$ cat config.mk
export PLATFORM = sky130hd
export DESIGN_NAME = booth_appr_mul_seq_flat
export DESIGN_NICKNAME = d
export VERILOG_FILES = /design/src/rtl/booth_appr_mul_seq_if.sv /design/src/rtl/booth_appr_mul_seq.sv /design/src/flat_wrapper.sv
export SDC_FILE = /design/constraint.sdc
export NUM_CORES = 1
export LEC_CHECK = 0
export CAP_MARGIN = 40
export CORE_MARGIN = 3
export CORE_UTILIZATION = 50
export CTS_CLUSTER_DIAMETER = 120
export DETAILED_ROUTE_END_ITERATION = 10
export DONT_BUFFER_PORTS = 1
export PLACE_DENSITY = 0.68
export SETUP_SLACK_MARGIN = 0.1
export SYNTH_ARGS = -nofsm -noshare
export SYNTH_HDL_FRONTEND = slang
export SYNTH_SLANG_ARGS = --single-unit
$ cat constraint.sdc
create_clock -name clk -period 13.95 [get_ports clk]
set_input_delay 1.395 -clock clk [delete_from_list [all_inputs] [get_ports clk]]
set_output_delay 1.395 -clock clk [all_outputs]
set_load 0.1 [all_outputs]
$ cat src/rtl/booth_appr_mul_seq_if.sv
// Operand/result handshake bundle for booth_appr_mul_seq.
// Master drives operands and out_ready; slave (the multiplier) drives in_ready and the result.
// Ports: in_valid/in_ready/in_a/in_b (operand side), out_valid/out_ready/out_data (result side).
interface booth_appr_mul_seq_if #(
    parameter int W = 16
);
    logic                  in_valid;
    logic                  in_ready;
    logic signed [W-1:0]   in_a;
    logic signed [W-1:0]   in_b;
    logic                  out_valid;
    logic                  out_ready;
    logic signed [2*W-1:0] out_data;

    modport master (
        output in_valid, in_a, in_b, out_ready,
        input  in_ready, out_valid, out_data
    );

    modport slave (
        input  in_valid, in_a, in_b, out_ready,
        output in_ready, out_valid, out_data
    );
endinterface

$ cat src/rtl/booth_appr_mul_seq.sv
// Iterative radix-4 Booth signed fixed-point multiplier with per-term low-column truncation.
// Latency: accept edge to out_valid = W/2+1 cycles; one operation in flight at a time.
// Backpressure: in_ready only in IDLE; result held in DONE until out_ready.
// Ports: clk, rst (async, active-high), mul_if (slave modport of booth_appr_mul_seq_if).
// Optional macro APPR_COMP_EN: preload the accumulator with a bias offsetting mean truncation error.
module booth_appr_mul_seq #(
    parameter int W          = 16,
    parameter int SHIFT      = 8,
    parameter int TRUNC_COLS = 0
) (
    input  logic                 clk,
    input  logic                 rst,
    booth_appr_mul_seq_if.slave  mul_if
);
    localparam int P        = 2 * W;
    localparam int NDIG     = W / 2;
    localparam int CW       = $clog2(NDIG + 1);
    localparam int N_TR_RAW = (TRUNC_COLS + 1) / 2;
    localparam int N_TR     = (N_TR_RAW < NDIG) ? N_TR_RAW : NDIG;
    localparam int BIAS_SH  = (TRUNC_COLS > 0) ? TRUNC_COLS - 1 : 0;

    // Columns below TRUNC_COLS are cleared in every Booth term; shifting by P yields all-zero.
    localparam logic [P-1:0] KEEP_MASK = {P{1'b1}} << TRUNC_COLS;

`ifdef APPR_COMP_EN
    localparam logic [P-1:0] ACC_INIT = (TRUNC_COLS > 0) ? (P'(N_TR) << BIAS_SH) : '0;
`else
    localparam logic [P-1:0] ACC_INIT = '0;
`endif

    if (W < 4 || (W % 2) != 0) begin : g_bad_w
        $error("booth_appr_mul_seq: W must be even and >= 4");
    end
    if (TRUNC_COLS < 0 || TRUNC_COLS > P) begin : g_bad_trunc
        $error("booth_appr_mul_seq: TRUNC_COLS must be in 0..2W");
    end

    typedef enum logic [1:0] {S_IDLE, S_BUSY, S_DONE} state_t;

    state_t         state_q;
    logic [P-1:0]   a_q;        // multiplicand, sign-extended, pre-shifted by 2i for the current digit
    logic [W-1:0]   b_q;        // multiplier, shifted right two bits per digit
    logic           bm1_q;      // b[2i-1] for the current digit
    logic [CW-1:0]  cnt_q;
    logic [P-1:0]   acc_q;
    logic           in_ready_q;
    logic           out_valid_q;
    logic [P-1:0]   out_data_q;

    logic [P-1:0]   mag;
    logic           neg;
    logic [P-1:0]   term_d;
    logic [P-1:0]   acc_d;
    logic [P-1:0]   res_d;

    // Booth digit select from {b[2i+1], b[2i], b[2i-1]}; a_q already carries the << 2i.
    always_comb begin
        mag = '0;
        neg = 1'b0;
        case ({b_q[1], b_q[0], bm1_q})
            3'b001, 3'b010: mag = a_q;
            3'b011:         mag = a_q << 1;
            3'b100: begin   mag = a_q << 1; neg = 1'b1; end
            3'b101, 3'b110: begin mag = a_q; neg = 1'b1; end
            default:        mag = '0;
        endcase
        term_d = neg ? (~mag + P'(1)) : mag;
        acc_d  = acc_q + (term_d & KEEP_MASK);
        res_d  = P'($signed(acc_q) >>> SHIFT);
    end

    always_ff @(posedge clk or posedge rst) begin
        if (rst) begin
            state_q     <= S_IDLE;
            a_q         <= '0;
            b_q         <= '0;
            bm1_q       <= 1'b0;
            cnt_q       <= '0;
            acc_q       <= '0;
            in_ready_q  <= 1'b1;
            out_valid_q <= 1'b0;
            out_data_q  <= '0;
        end else begin
            case (state_q)
                S_IDLE: begin
                    if (mul_if.in_valid && in_ready_q) begin
                        a_q        <= {{W{mul_if.in_a[W-1]}}, mul_if.in_a};
                        b_q        <= mul_if.in_b;
                        bm1_q      <= 1'b0;
                        cnt_q      <= '0;
                        acc_q      <= ACC_INIT;
                        in_ready_q <= 1'b0;
                        state_q    <= S_BUSY;
                    end
                end
                S_BUSY: begin
                    // Digits are consumed while cnt < NDIG; the extra cycle at cnt == NDIG
                    // registers the shifted result.
                    if (cnt_q == CW'(NDIG)) begin
                        out_data_q  <= res_d;
                        out_valid_q <= 1'b1;
                        state_q     <= S_DONE;
                    end else begin
                        acc_q <= acc_d;
                        a_q   <= a_q << 2;
                        b_q   <= {2'b00, b_q[W-1:2]};
                        bm1_q <= b_q[1];
                        cnt_q <= cnt_q + CW'(1);
                    end
                end
                S_DONE: begin
                    if (mul_if.out_ready) begin
                        out_valid_q <= 1'b0;
                        in_ready_q  <= 1'b1;
                        state_q     <= S_IDLE;
                    end
                end
                default: begin
                    state_q     <= S_IDLE;
                    in_ready_q  <= 1'b1;
                    out_valid_q <= 1'b0;
                end
            endcase
        end
    end

    assign mul_if.in_ready  = in_ready_q;
    assign mul_if.out_valid = out_valid_q;
    assign mul_if.out_data  = out_data_q;
endmodule

$ cat src/flat_wrapper.sv
// flat-port wrapper written by rule: the top's interface ports become plain ports
module booth_appr_mul_seq_flat 
#(
    parameter int W          = 16,
    parameter int SHIFT      = 8,
    parameter int TRUNC_COLS = 0
)
  (clk, rst, mul_if_in_valid, mul_if_in_a, mul_if_in_b, mul_if_out_ready, mul_if_in_ready, mul_if_out_valid, mul_if_out_data);
  booth_appr_mul_seq_if #(.W(W)) mul_if_i ();
  input  logic clk;
  input  logic rst;
  input wire logic [$bits(mul_if_i.in_valid)-1:0] mul_if_in_valid;
  input wire logic [$bits(mul_if_i.in_a)-1:0] mul_if_in_a;
  input wire logic [$bits(mul_if_i.in_b)-1:0] mul_if_in_b;
  input wire logic [$bits(mul_if_i.out_ready)-1:0] mul_if_out_ready;
  output wire logic [$bits(mul_if_i.in_ready)-1:0] mul_if_in_ready;
  output wire logic [$bits(mul_if_i.out_valid)-1:0] mul_if_out_valid;
  output wire logic [$bits(mul_if_i.out_data)-1:0] mul_if_out_data;
  assign mul_if_i.in_valid = mul_if_in_valid;
  assign mul_if_i.in_a = mul_if_in_a;
  assign mul_if_i.in_b = mul_if_in_b;
  assign mul_if_i.out_ready = mul_if_out_ready;
  assign mul_if_in_ready = mul_if_i.in_ready;
  assign mul_if_out_valid = mul_if_i.out_valid;
  assign mul_if_out_data = mul_if_i.out_data;
  booth_appr_mul_seq #(.W(W), .SHIFT(SHIFT), .TRUNC_COLS(TRUNC_COLS)) u_core (.clk(clk), .rst(rst), .mul_if(mul_if_i));
endmodule
== Word level (Yosys, flattened, before mapping) ==
Index checks and enable logic that the tools add are counted.

* $add $sub $neg: 3
* Mux-type cells: 27
* Equality and inequality tests: 13
* Reduce and logical (&&, ||, !) cells: 11
* Bitwise operators: 3

{| class="wikitable"
|+ Operators with widths
! cell !! number
|-
| 32-bit one-hot mux with 2 select lines || 3
|-
| 32-bit two-way mux || 5
|-
| 32-bit by 1-bit adder with 32-bit output, second input constant || 1
|-
| 32-bit adder || 1
|-
| 16-bit two-way mux || 2
|-
| 32-bit inverter || 1
|-
| 16-bit one-hot mux with 2 select lines || 1
|-
| 3-bit AND reduction || 4
|-
| 3-bit equality test, second input constant || 3
|-
| 4-bit two-way mux || 2
|-
| 4-bit one-hot mux with 2 select lines || 1
|-
| 3-bit by 2-bit equality test with 1-bit output, second input constant || 2
|-
| 1-bit two-way mux || 6
|-
| 2-bit two-way mux || 3
|-
| 1-bit one-hot mux with 3 select lines || 2
|-
| 2-bit one-hot mux with 3 select lines || 1
|-
| 4-bit by 1-bit adder with 4-bit output, second input constant || 1
|-
| 4-bit equality test, second input constant || 1
|-
| 2-bit by 1-bit != test with 1-bit output, second input constant || 2
|-
| 2-bit != test, second input constant || 2
|-
| 4-bit OR reduction || 1
|-
| 3-bit by 1-bit equality test with 1-bit output, second input constant || 1
|-
| 3-bit OR reduction || 1
|-
| 2-bit by 1-bit equality test with 1-bit output, second input constant || 1
|-
| other kinds (8) || 9
|}

* Word-level logic and storage cells: 66
* Input bits: 36
* Flip-flop bits (word level): 113
* Output and inout bits: 34

== Depth between registers and ports, before layout ==
* Word-level depth: 9
* Depth in mapped cells: 23
* Depth with buffers taken out: 20

== Worst setup path after synthesis ==
OpenSTA, ideal clock, no wires.

* Path type: register to register
* From: reg u_core.bm1_q
* To: reg u_core.acc_q[31]
* Clock period less this slack: 4.993 ns
* Stages on the path, launching flop included: 19
* Path buffers: 6
* Path slack: 8.957 ns
* Data required time: 13.815 ns
* Setup time: 0.135 ns
* Data arrival time: 4.858 ns
* Cell sequence: dfrtp_1 > inv_1 > ha_1 > clkbuf_1 > clkbuf_1 > buf_1 > buf_1 > clkbuf_1 > clkbuf_1 > a22oi_1 > xnor2_1 > ha_1 > nand4_1 > or4b_2 > a211oi_1 > nor2_1 > o311ai_0 > mux2i_1 > o211ai_1

* Longest elaborated chain between the ends: 9
* Elaborated cells between the ends (all ways): 17
* Those cells by class: add/sub (2); eq/ne (6); mux (5); bitwise (1); reduce/logical (3)

{| class="wikitable"
|+ Ends and longest elaborated chain
! item !! RTL line !! RTL
|-
| from (decl) || booth_appr_mul_seq.sv:43 || <nowiki>logic bm1_q;</nowiki>
|-
| from (signal assigned) || booth_appr_mul_seq.sv:107 || <nowiki>bm1_q <= b_q[1];</nowiki>
|-
| 3-bit by 1-bit equality test with 1-bit output, or another cell as far along || booth_appr_mul_seq.sv:60 || <nowiki>case ({b_q[1], b_q[0], bm1_q})</nowiki>
|-
| 4-bit OR reduction (no source line) / 2-bit OR reduction (equally long branches) || - ||
|-
| 32-bit one-hot mux with 2 select lines || booth_appr_mul_seq.sv:60 ||
|-
| 32-bit inverter || booth_appr_mul_seq.sv:67 || <nowiki>term_d = neg ? (~mag + P'(1)) : mag;</nowiki>
|-
| 32-bit by 1-bit adder with 32-bit output || booth_appr_mul_seq.sv:67 ||
|-
| 32-bit two-way mux * || booth_appr_mul_seq.sv:67 ||
|-
| 32-bit adder * || booth_appr_mul_seq.sv:68 || <nowiki>acc_d = acc_q + (term_d & KEEP_MASK);</nowiki>
|-
| 32-bit two-way mux * || booth_appr_mul_seq.sv:99 || <nowiki>if (cnt_q == CW'(NDIG)) begin</nowiki>
|-
| 32-bit one-hot mux with 2 select lines * || booth_appr_mul_seq.sv:84 || <nowiki>case (state_q)</nowiki>
|-
| to (signal assigned) || booth_appr_mul_seq.sv:79 || <nowiki>acc_q <= '0;</nowiki>
|-
| to (signal assigned) || booth_appr_mul_seq.sv:91 || <nowiki>acc_q <= ACC_INIT;</nowiki>
|-
| to (signal assigned) || booth_appr_mul_seq.sv:104 || <nowiki>acc_q <= acc_d;</nowiki>
|-
| to (decl) || booth_appr_mul_seq.sv:45 || <nowiki>logic [P-1:0] acc_q;</nowiki>
|}

Every way passes the cells marked *; elsewhere a longest branch is shown, timed or not. The select of a mux whose other input is x is not followed.
A chain may end at the register's enable or synchronous reset.

== Final worst setup path ==
Same ends and word-level chain as after synthesis.

==> metrics.md <==
| Metric | Value |
|---|---|
| CTS H-tree lvls | 4 |
| Synthesized Nets | roughly 910 |
| Via count | 6170 |
| CP max stage delay | 0.63 ns |
| Register area share after synthesis | 0.380 |
| Post-CTS setup buffer count | 0 |
| Adder-cell share of the synthesized area | 0.0765 |
| Drt wl/cell | 17.6 um |
| TritonCTS buffer count | 17 |
| Simple-gate portion of the synthesized area | 0.148 |
| Max Buffers Root-to-Sink | 2 |
| Fin area | 0.00835 mm^2 |
| Hold-fix buffers, CTS | 0 |
| FFs w/ async S/R, synth | 1.00 |
| Synth Area in Compound Gates | 0.253 |
| Root Buffer | clkbuf_16 |
| Largest family of logic cells by synthesized area | compound AO/OA/AOI/OAI gates |
| Worst slew pin tran | 0.898 ns |
| Ys flop type | dfrtp_1 |
| Worst path most repeated cell | ha_1 |
| Status | finished, final reports clean |
| Area delta synth->final | 12.0% |
| Sum Neg Setup Slack | 0 ns |
| Tcrit/Tclk final | 0.385 |
| Number of flops mapped to enable cells by yosys | 0 |
| Critical path, cell by cell | inv_1 > ha_1 > mux2_4 > a22oi_1 > ha_1 > nand4_1 > or4_1 > o21ai_0 > o21a_1 > xor2_1 > ha_1 > nand2_1 > o221ai_1 > nand2_1 > a211oi_1 > nor2_1 > o311ai_0 > mux2i_1 > o211ai_1 |
| Vias per cell | 6.21 |
| Port bufs | 0 |
| Routed Antenna Nets | 0 |
| Gr ovfl total | 0 |
| Pre-Repair DR Iteration Count | 4 |
| Detailed-placement wirelength estimate | 12.3 mm |
| Pins Over Slew Limit | 0 |
| CP required | 14.24 ns |
| Clk Latency, worst-skew pair | 0.42 ns |
| FP Rows | between 40 and 50 |
| Total Nets Final | 882 |
| Placed cells | 959 |
| Post-Route WL | between 15 and 20 mm |
| Total track usage | 0.225 |
| Starting density of the core | 0.525 |
| CP delay by family, top | compound AO/OA/AOI/OAI gates |
| Post-Synthesis Cells | between 800 and 900 |
| Antenna diode count | 0 |
| RSZ-0062 raised after global routing | no |
| Synth area leaders | dfrtp_1, ha_1, nand2_1 |
| XOR/XNOR share of the synthesized area | 0.0564 |
| DRT iter0 DRCs | 442 |
| Mux cell area share after synthesis | 0.0410 |
| Yosys cell types | 63 |
| Critical path's slowest cell | or4_1 |
| Placed Instance Area | 0.00764 mm^2 |
| Final Hold Fails | 0 |
| Worst-path fanout max | 55 |
| Post-synth top area cell | dfrtp_1 |
| Critical path data arrival time | roughly 5.7 ns |
| Max-cap violations | 0 |
| Vias in the first global route | 6082 |
| HP Class | reg2reg |
| Register bit total from synthesis | ~110 |
| YS warnings | 0 |
| Post-CTS sizing | 0 |
| Relative slew slack | 0.402 |
| Die ar. | 0.0164 mm^2 |
| CTS tree | built |
| Clock slew at the register clock pins of the worst setup and hold paths | 0.06 ns |
| Clk_skew | 0.0138 ns |
| Global-route wire length before repair | 29.8 mm |
| Post-route minimum period | 5.37 ns |
| Post-Layout Cell Count | 993 |
| Worst Setup End Kind | flip-flop |
| DR DRC count | 0 |
| Most common cell in the synthesized netlist | nand2_1 |
| CP startpoint kind | flip-flop |
| Clk sink count | 113 |
| Global placer's final weighted congestion | 0.961 |
| CP bufs+invs | 1 |
| CP Class | reg2reg |
| Ratio of cells with drive above 1 in the final layout | 0.0972 |
| Synthesized cell area | between 0.007 and 0.008 mm^2 |
| Synthesized area per cell | around 9.0 um^2 |
| # IOs | 70 |
| Final setup violation count | 0 |
| Fmax | 186 MHz |
| Commonest cells post-synth | nand2_1, dfrtp_1, a22oi_1, o21ai_0, ha_1 |
| Chip width | 128 um |
| Core Area | 0.0142 mm^2 |
| Post-synth top area share | 0.376 |
| Pin count of the biggest net entering global routing | 66 |
| Die Y | 128 um |
| Initial antenna violation count | 0 |
cell type report:
type | instances | area (um^2)
fill | 1260 | 5850
multi-input combinational | 634 | 4310
sequential | 113 | 2830
clock buffer | 22 | 474
timing repair buffer | 15 | 273
tap | 180 | 225
clock inverter | 9 | 155
inverter | 20 | 77.6
worst register-to-register path: cells and delay by family, from the launching register on:
kind	cells	cell delay [ns]
AOI/OAI and AO/OA	7	1.94
and+or+nand+nor	5	1.16
adders and majority gates	3	0.88
muxes	2	0.72
DFF	1	0.39
buffers and inverters	1	0.08
xor gates and xnor gates	1	0.07
placed cells by master, fill, tap and decap left out, types with 13 or more instances in the layout:
cell type | Yosys | final
a21oi_1 | 38 | 38
o21ai_0 | 48 | 48
ha_1 | 44 | 44
clkbuf_16 | 0 | 17
a22oi_1 | 54 | 54
nand2_1 | 131 | 131
nor2_1 | 43 | 41
a221o_1 | 17 | 17
xor2_1 | 26 | 26
dfrtp_1 | 112 | 111
o21a_1 | 13 | 13
inv_1 | 20 | 19
mux2_2 | 24 | 24
xnor2_1 | 22 | 22
worst paths after layout:
kind	to	cells past startpoint	from	slack, ns
worst min register to register	u_core.b_q[2]	2	u_core.b_q[2]	0.47
worst max-delay path	u_core.acc_q[31]	19	u_core.bm1_q	8.58
worst min-delay path	u_core.b_q[2]	2	u_core.b_q[2]	0.47
max in group asynchronous	u_core.mul_if.out_data[23]	2	rst	11.72
worst max register to register	u_core.acc_q[31]	19	u_core.bm1_q	8.58
min in group asynchronous	u_core.acc_q[3]	1	rst	0.92
kinds of logic after synthesis:
| logic type | count (synthesis) |
|---|---|
| and+or+nand+nor | 245 |
| buffers and inverters | 80 |
| AOI/OAI and AO/OA | 269 |
| muxes | 27 |
| xor gates and xnor gates | 48 |
| DFF | 113 |
| adders and majority gates | 45 |
metal layers:
layer,global-route usage,part of all wire,up-vias
li1,-,-,2997
met1,0.308,0.47,2958
met2,0.343,0.45,182
met3,0.0608,0.059,33
met4,0.0787,0.019,0
met5,0,0,-
sequential cells by signal, indices dropped and copies added, names as in the netlist:
name,flops
u_core.a_q,32
u_core.acc_q,32
u_core.mul_if.out_data,24
u_core.b_q,16
u_core.cnt_q,4
u_core.state_q,2
u_core.bm1_q,1
u_core.mul_if.in_ready,1
u_core.mul_if.out_valid,1
metrics by stage:
stage	hold slack, ns	util	setup slack, ns
after CTS	0.478	0.582	8.63
after global placement	0.459	0.530	8.85
after global routing	0.505	0.588	8.16
after detailed placement	0.465	0.538	8.67
final	0.474	0.588	8.58
after floorplan	0.447	-	8.96
Power is left out: the tool's default activity adds up to more than one toggle a clock period on the data nets, which glitch-free logic cannot reach.
